==> src/rtl/uart_pkg.sv <==
// Shared types and helpers for the UART receiver: parity modes, receiver states,
// reset bit-period calculation and the expected-parity function.
package uart_pkg;

    typedef enum logic [1:0] {
        PAR_NONE = 2'd0,
        PAR_ODD  = 2'd1,
        PAR_EVEN = 2'd2
    } parity_t;

    typedef enum logic [2:0] {
        IDLE   = 3'd0,
        START  = 3'd1,
        DATA   = 3'd2,
        PARITY = 3'd3,
        STOP   = 3'd4,
        BREAK  = 3'd5
    } rx_state_t;

    function automatic int default_period(input int clk_freq, input int baud_rate);
        return clk_freq / baud_rate;
    endfunction

    // Parity bit the transmitter should have sent for this byte.
    function automatic logic parity_expected(input logic [7:0] data, input parity_t par);
        logic exp_s;
        case (par)
            PAR_ODD:  exp_s = ~^data;
            PAR_EVEN: exp_s = ^data;
            default:  exp_s = 1'b0;
        endcase
        return exp_s;
    endfunction

endpackage

==> src/rtl/uart_rx_sync_2ff.sv <==
// Two-flop synchroniser for a single asynchronous input; flops reset to RST_VAL.
module sync_2ff #(
    parameter logic RST_VAL = 1'b1
) (
    input  logic clk,
    input  logic rst_n,
    input  logic d_i,
    output logic q_o
);

    logic meta_q, meta_d;
    logic sync_q, sync_d;

    // Next values of the synchroniser chain.
    always_comb begin
        meta_d = d_i;
        sync_d = meta_q;
    end

    // Synchroniser flops.
    always_ff @(posedge clk or negedge rst_n) begin
        if (!rst_n) begin
            meta_q <= RST_VAL;
            sync_q <= RST_VAL;
        end else begin
            meta_q <= meta_d;
            sync_q <= sync_d;
        end
    end

    assign q_o = sync_q;

endmodule

==> src/rtl/uart_rx.sv <==
// UART receiver: 1 start, 8 data bits LSB first, optional parity, 1 stop bit.
// Bit period and parity mode are latched at frame start; one-cycle valid per good frame.
module uart_rx
    import uart_pkg::*;
#(
    parameter int CLK_FREQ  = 25_000_000,
    parameter int BAUD_RATE = 115_200,
    parameter int PERIOD_W  = 16
) (
    input  logic                clk,
    input  logic                rst_n,
    input  logic                wr_bit_period_i,
    input  logic [PERIOD_W-1:0] bit_period_i,
    input  logic [1:0]          parity_type_i,
    input  logic                uart_rxd,
    input  logic                uart_rx_en,
    output logic                uart_rx_valid_o,
    output logic [7:0]          uart_rx_data,
    output logic                uart_rx_parity_error_o
);

    localparam logic [PERIOD_W-1:0] RST_PERIOD = PERIOD_W'(default_period(CLK_FREQ, BAUD_RATE));
    localparam logic [PERIOD_W-1:0] P_ONE      = PERIOD_W'(1);
    localparam logic [PERIOD_W-1:0] P_TWO      = PERIOD_W'(2);

    logic                rxd_s;
    logic                tick_s;
    logic [PERIOD_W-1:0] target_s;

    rx_state_t           state_q, state_d;
    logic [PERIOD_W-1:0] period_q, period_d;
    logic [PERIOD_W-1:0] cur_period_q, cur_period_d;
    parity_t             par_q, par_d;
    logic [PERIOD_W-1:0] cnt_q, cnt_d;
    logic [2:0]          bit_idx_q, bit_idx_d;
    logic [7:0]          shift_q, shift_d;
    logic                perr_frame_q, perr_frame_d;
    logic                valid_q, valid_d;
    logic [7:0]          data_q, data_d;
    logic                perr_q, perr_d;

    sync_2ff #(.RST_VAL(1'b1)) u_sync_rxd (
        .clk   (clk),
        .rst_n (rst_n),
        .d_i   (uart_rxd),
        .q_o   (rxd_s)
    );

    // Sample strobe: half a period into the start bit, full periods afterwards.
    always_comb begin
        if (state_q == START) begin
            target_s = cur_period_q >> 1;
        end else begin
            target_s = cur_period_q;
        end
        tick_s = (cnt_q == (target_s - P_ONE));
    end

    // State register.
    always_ff @(posedge clk or negedge rst_n) begin
        if (!rst_n) begin
            state_q <= IDLE;
        end else begin
            state_q <= state_d;
        end
    end

    // Next-state logic.
    always_comb begin
        state_d = state_q;
        case (state_q)
            IDLE:   if (uart_rx_en && !rxd_s) state_d = START; else state_d = IDLE;
            START:  if (tick_s) state_d = rxd_s ? IDLE : DATA; else state_d = START;
            DATA: begin
                if (tick_s && (bit_idx_q == 3'd7)) begin
                    state_d = ((par_q == PAR_ODD) || (par_q == PAR_EVEN)) ? PARITY : STOP;
                end else begin
                    state_d = DATA;
                end
            end
            PARITY: if (tick_s) state_d = STOP; else state_d = PARITY;
            STOP:   if (tick_s) state_d = rxd_s ? IDLE : BREAK; else state_d = STOP;
            BREAK:  if (rxd_s) state_d = IDLE; else state_d = BREAK;
            default: state_d = IDLE;
        endcase
    end

    // Datapath and output next values.
    always_comb begin
        period_d     = period_q;
        cur_period_d = cur_period_q;
        par_d        = par_q;
        cnt_d        = cnt_q;
        bit_idx_d    = bit_idx_q;
        shift_d      = shift_q;
        perr_frame_d = perr_frame_q;
        valid_d      = 1'b0;
        data_d       = data_q;
        perr_d       = perr_q;

        if (wr_bit_period_i) begin
            period_d = (bit_period_i < P_TWO) ? P_TWO : bit_period_i;
        end else begin
            period_d = period_q;
        end

        case (state_q)
            IDLE: begin
                cnt_d        = '0;
                bit_idx_d    = 3'd0;
                perr_frame_d = 1'b0;
                cur_period_d = period_q;
                case (parity_type_i)
                    2'd1:    par_d = PAR_ODD;
                    2'd2:    par_d = PAR_EVEN;
                    default: par_d = PAR_NONE;
                endcase
            end
            START: begin
                cnt_d = tick_s ? '0 : (cnt_q + P_ONE);
            end
            DATA: begin
                cnt_d = tick_s ? '0 : (cnt_q + P_ONE);
                if (tick_s) begin
                    shift_d[bit_idx_q] = rxd_s;
                    bit_idx_d          = bit_idx_q + 3'd1;
                end else begin
                    bit_idx_d = bit_idx_q;
                end
            end
            PARITY: begin
                cnt_d = tick_s ? '0 : (cnt_q + P_ONE);
                if (tick_s) begin
                    perr_frame_d = (rxd_s != parity_expected(shift_q, par_q));
                end else begin
                    perr_frame_d = perr_frame_q;
                end
            end
            STOP: begin
                cnt_d = tick_s ? '0 : (cnt_q + P_ONE);
                // A low stop bit is a framing error: nothing is delivered.
                if (tick_s && rxd_s) begin
                    valid_d = 1'b1;
                    data_d  = shift_q;
                    perr_d  = perr_frame_q;
                end else begin
                    valid_d = 1'b0;
                end
            end
            BREAK: begin
                cnt_d = '0;
            end
            default: begin
                cnt_d = '0;
            end
        endcase
    end

    // Datapath and output registers.
    always_ff @(posedge clk or negedge rst_n) begin
        if (!rst_n) begin
            period_q     <= RST_PERIOD;
            cur_period_q <= RST_PERIOD;
            par_q        <= PAR_NONE;
            cnt_q        <= '0;
            bit_idx_q    <= 3'd0;
            shift_q      <= 8'h00;
            perr_frame_q <= 1'b0;
            valid_q      <= 1'b0;
            data_q       <= 8'h00;
            perr_q       <= 1'b0;
        end else begin
            period_q     <= period_d;
            cur_period_q <= cur_period_d;
            par_q        <= par_d;
            cnt_q        <= cnt_d;
            bit_idx_q    <= bit_idx_d;
            shift_q      <= shift_d;
            perr_frame_q <= perr_frame_d;
            valid_q      <= valid_d;
            data_q       <= data_d;
            perr_q       <= perr_d;
        end
    end

    assign uart_rx_valid_o        = valid_q;
    assign uart_rx_data           = data_q;
    assign uart_rx_parity_error_o = perr_q;

endmodule

==> config.mk <==
export PLATFORM = sky130hd
export DESIGN_NAME = uart_rx
export DESIGN_NICKNAME = d
export VERILOG_FILES = /design/src/rtl/uart_pkg.sv /design/src/rtl/uart_rx_sync_2ff.sv /design/src/rtl/uart_rx.sv
export SDC_FILE = /design/constraint.sdc
export NUM_CORES = 1
export LEC_CHECK = 0
export CAP_MARGIN = 20
export CELL_PAD_IN_SITES_DETAIL_PLACEMENT = 1
export CELL_PAD_IN_SITES_GLOBAL_PLACEMENT = 1
export CORE_MARGIN = 1.5
export CORE_UTILIZATION = 42
export CTS_CLUSTER_SIZE = 24
export DETAILED_ROUTE_END_ITERATION = 16
export PLACE_DENSITY = 0.87
export SLEW_MARGIN = 20
export SYNTH_ARGS = -nofsm -noshare
export SYNTH_HDL_FRONTEND = slang
export SYNTH_SLANG_ARGS = --single-unit
==> constraint.sdc <==
create_clock -name clk -period 4.1 [get_ports clk]
set_input_delay 0.82 -clock clk [delete_from_list [all_inputs] [get_ports clk]]
set_output_delay 0.82 -clock clk [all_outputs]
set_load 0.005 [all_outputs]
==> results.txt <==
Number of vias per cell: 5.63
Multi-input logic area: 2540 sq um
GRT Util Overall: 0.205
Worst hold slack: 0.364 ns
Finished layout cell area: 5370 sq um
I/O Buffers: 32
Share of cells above drive strength 1: 0.235
Setup slack after layout: 0.165 ns
WP buf/inv: 1
Critical path class: reg2reg
Remaining global-route overflow: 0
Asr flop ratio synth: 1.00
Top cell type's share of synthesized area: 0.351
Cells along the critical path: nor3b_4, mux2i_2, ha_2, or4b_4, or3_4, a311oi_2, nand4_1, a2111oi_4, nand4b_1, nor3_2, and4_4, buf_12, mux2_1
Int Pwr: 1.17 mW
Final setup fails: 0
Fin util: 0.497
Clock Power Share: 0.431
Highest-count cells in the layout ignoring fill and taps: dfrtp_1, mux2_2, xnor2_1
Max-cap viol count: 0
Top post-synthesis cells by area: dfrtp_1, mux2_2, dfstp_2, xnor2_1, mux2i_1
Fin nets: 497
Req. time, crit path: 4.34 ns
# diodes: 0
Worst Hold Class: reg2reg
LEAKAGE: 2.33 nW
Post-synth EDFFs: 0
Clock Pin Slew Worst Setup and Hold Paths: 0.08 ns
Fmax: 254 MHz
Placer congestion estimate: 0.900
Top Ports: 33
Slew HR: 0.360
Hold_buf cts: 0
Post-synthesis cell type count: 72
Largest net degree at the start of global routing: 78
Register area: 1940 sq um
DRC: 0
Fill count: 1,179
Pre-CTS setup slack: 0.0268 ns
Total power draw: 1.50 mW
DR pass1 iterations: 4
Core Region: 10,800 sq um
Seq pwr share: 0.528
DP Wirelength: 7.99 mm
Switching share of power: 0.218
Area growth syn-to-layout: 15.7%
Commonest non-fill, non-tap cell in the layout: dfrtp_1
Clock Skew: 0.00850 ns
Initial Utilization: 0.430
Synth Net Count: 474
Yosys reg bits: 77
Logic pwr share: 0.041
CP arrival: 4.17 ns
WL final: 11.1 mm
Endpoints failing hold: 0
H-tree levels: 3
Worst skew pair latency: 0.36 ns
WL/cell: 18.1 microns
Crit start category: flop
Slowest library cell on the worst path: or4b_4
Max rail drop VDD: 180 uV
Chip width: 108 microns
Post-route ant nets: 0
Initial antenna violation count: 0
Prevailing post-synth register cell: dfrtp_1
CTS tree: yes
YS warnings: 0
Die area: 11,700 sq um
Postcts setup bufs: 0
Crit Path Max Fanout: 9
Via count: 3,453
Vias in the first global route: 3,637
CP Capture Type: flop
Die Y: 108 microns
Maximum clock path buffer count: 2
First-pass GRT wire length: 18.4 mm
Cts bufs inserted: 9
Synthesized area: 4640 sq um
Cell Pwr Density: 279 nW/um^2
Share of the yosys chip area belonging to registers: 0.419
Clk Tree Root Cell: clkbuf_8
CTS sink cnt: 77
Placed Area: 5090 sq um
Mean Syn Cell Area: 10.4 sq um
Initial DRC count: 172
Post-synth top area cell: dfrtp_1
Pins over their slew limit: 0
Tcrit/Tclk final: 0.960
Final period demand of the worst path: 3.94 ns
Mapped Cells: 445
NetSw: 326 uW
Max incr delay on CP: 0.52 ns
Outcome: finished clean
Top Family by Delay on Critical Path: simple AND/OR/NAND/NOR gates
Worst Max-Slew Pin Slew: 0.960 ns
# rows: 38
## layer usage
| metal | track usage | wire length (microns) | up-vias |
|---|---|---|---|
| met5 | 0 | 0 | - |
| met4 | 0.0827 | 246 | 0 |
| met3 | 0.0380 | 235 | 16 |
| met2 | 0.350 | 5760 | 40 |
| met1 | 0.257 | 4850 | 1758 |
| li1 | - | - | 1639 |
## cell families (layout without fill, tap and decap cells)
group,Yosys count,in the layout,share of synthesized area
DFF,77,77,0.419
adders and majority gates,6,6,0.0162
buffers and inverters,46,74,0.0480
AOI/OAI and AO/OA,66,66,0.105
muxes,62,62,0.147
xor gates and xnor gates,41,41,0.0774
and+or+nand+nor,147,147,0.188
## power by group through the flow
stage          Clock [mW]  Combinational [mW]  Sequential (mW)
6_report            0.646              0.0616            0.790
5_1_grt             0.695              0.0685            0.793
4_1_cts             0.661              0.0633            0.791
3_5_place_dp            0              0.0627            0.806
3_3_place_gp            0              0.0594            0.805
2_1_floorplan           0              0.0222            0.800
## synth_stat cells (3+ instances only)
cell type / n
buf_6: 3
mux2_2: 40
buf_1: 3
nand4_1: 6
nor3_1: 11
or2_2: 3
nor2_4: 8
clkbuf_1: 18
buf_2: 7
nor4_1: 9
o21ai_0: 16
o31a_1: 3
nor2b_1: 9
o31ai_1: 3
ha_1: 6
a22oi_1: 3
nand2_1: 24
nand3b_1: 3
dfrtp_1: 65
dfstp_2: 12
or3_1: 5
mux2i_1: 13
xnor2_1: 32
nand3_1: 15
o211ai_1: 4
a21oi_1: 6
and3_1: 6
nor2_1: 21
inv_1: 12
nand2b_1: 6
mux2_1: 9
xor2_1: 9
a22o_1: 3
## worst reg2reg max path, delay by kind of cell (launching register included)
kind	cells	cell delay, ns
and+or+nand+nor	7	1.94
muxes	2	0.60
AOI/OAI and AO/OA	2	0.50
DFF	1	0.42
adders and majority gates	1	0.23
buffers and inverters	1	0.13
## final cells by class
class | count | area share
Sequential cell | 77 | 0.362
Inverter | 12 | 0.00839
Multi-Input combinational cell | 322 | 0.474
Timing Repair Buffer | 46 | 0.0818
Clock inverter | 6 | 0.0161
Clock buffer | 10 | 0.0256
Tap cell | 140 | 0.0326
## sequential cells by signal, summed over array words and instances (netlist names)
| name | count |
|---|---|
| bit_idx_q | 3 |
| cnt_q | 16 |
| u_sync_rxd.meta_q | 1 |
| u_sync_rxd.q_o | 1 |
| par_q | 2 |
| shift_q | 8 |
| cur_period_q | 16 |
| perr_frame_q | 1 |
| uart_rx_data | 8 |
| state_q | 3 |
| uart_rx_valid_o | 1 |
| period_q | 16 |
| uart_rx_parity_error_o | 1 |
## final timing paths
kind	start	endpoint	slack, ns	cells after the start
worst max-delay path	state_q[2]$_DFF_PN0_	uart_rx_parity_error_o$_DFFE_PN0P_	0.16	13
worst min-delay path	u_sync_rxd.meta_q$_DFF_PN1_	u_sync_rxd.q_o$_DFF_PN1_	0.36	0
worst max register to register	state_q[2]$_DFF_PN0_	uart_rx_parity_error_o$_DFFE_PN0P_	0.16	13
worst min register to register	u_sync_rxd.meta_q$_DFF_PN1_	u_sync_rxd.q_o$_DFF_PN1_	0.36	0
max in group asynchronous	rst_n	uart_rx_data[2]$_DFFE_PN0P_	2.86	1
min in group asynchronous	rst_n	par_q[0]$_DFFE_PN0P_	0.60	1
## metrics by stage
stage / TNS [ns] / cells
final: 0 / 613
after global routing: -0.146 / 613
after CTS: 0 / 613
after detailed placement: 0 / 597
after global placement: 0 / 597
after floorplan: 0 / 445
## repair_timing
| item | CTS | global route |
|---|---|---|
| setup endpoints to repair | 1 | 35 |
| gates resized for setup | 1 | 9 |
| cloned | 0 | 0 |
| pin swaps | 0 | 2 |
(Power assumes the default switching activity.)
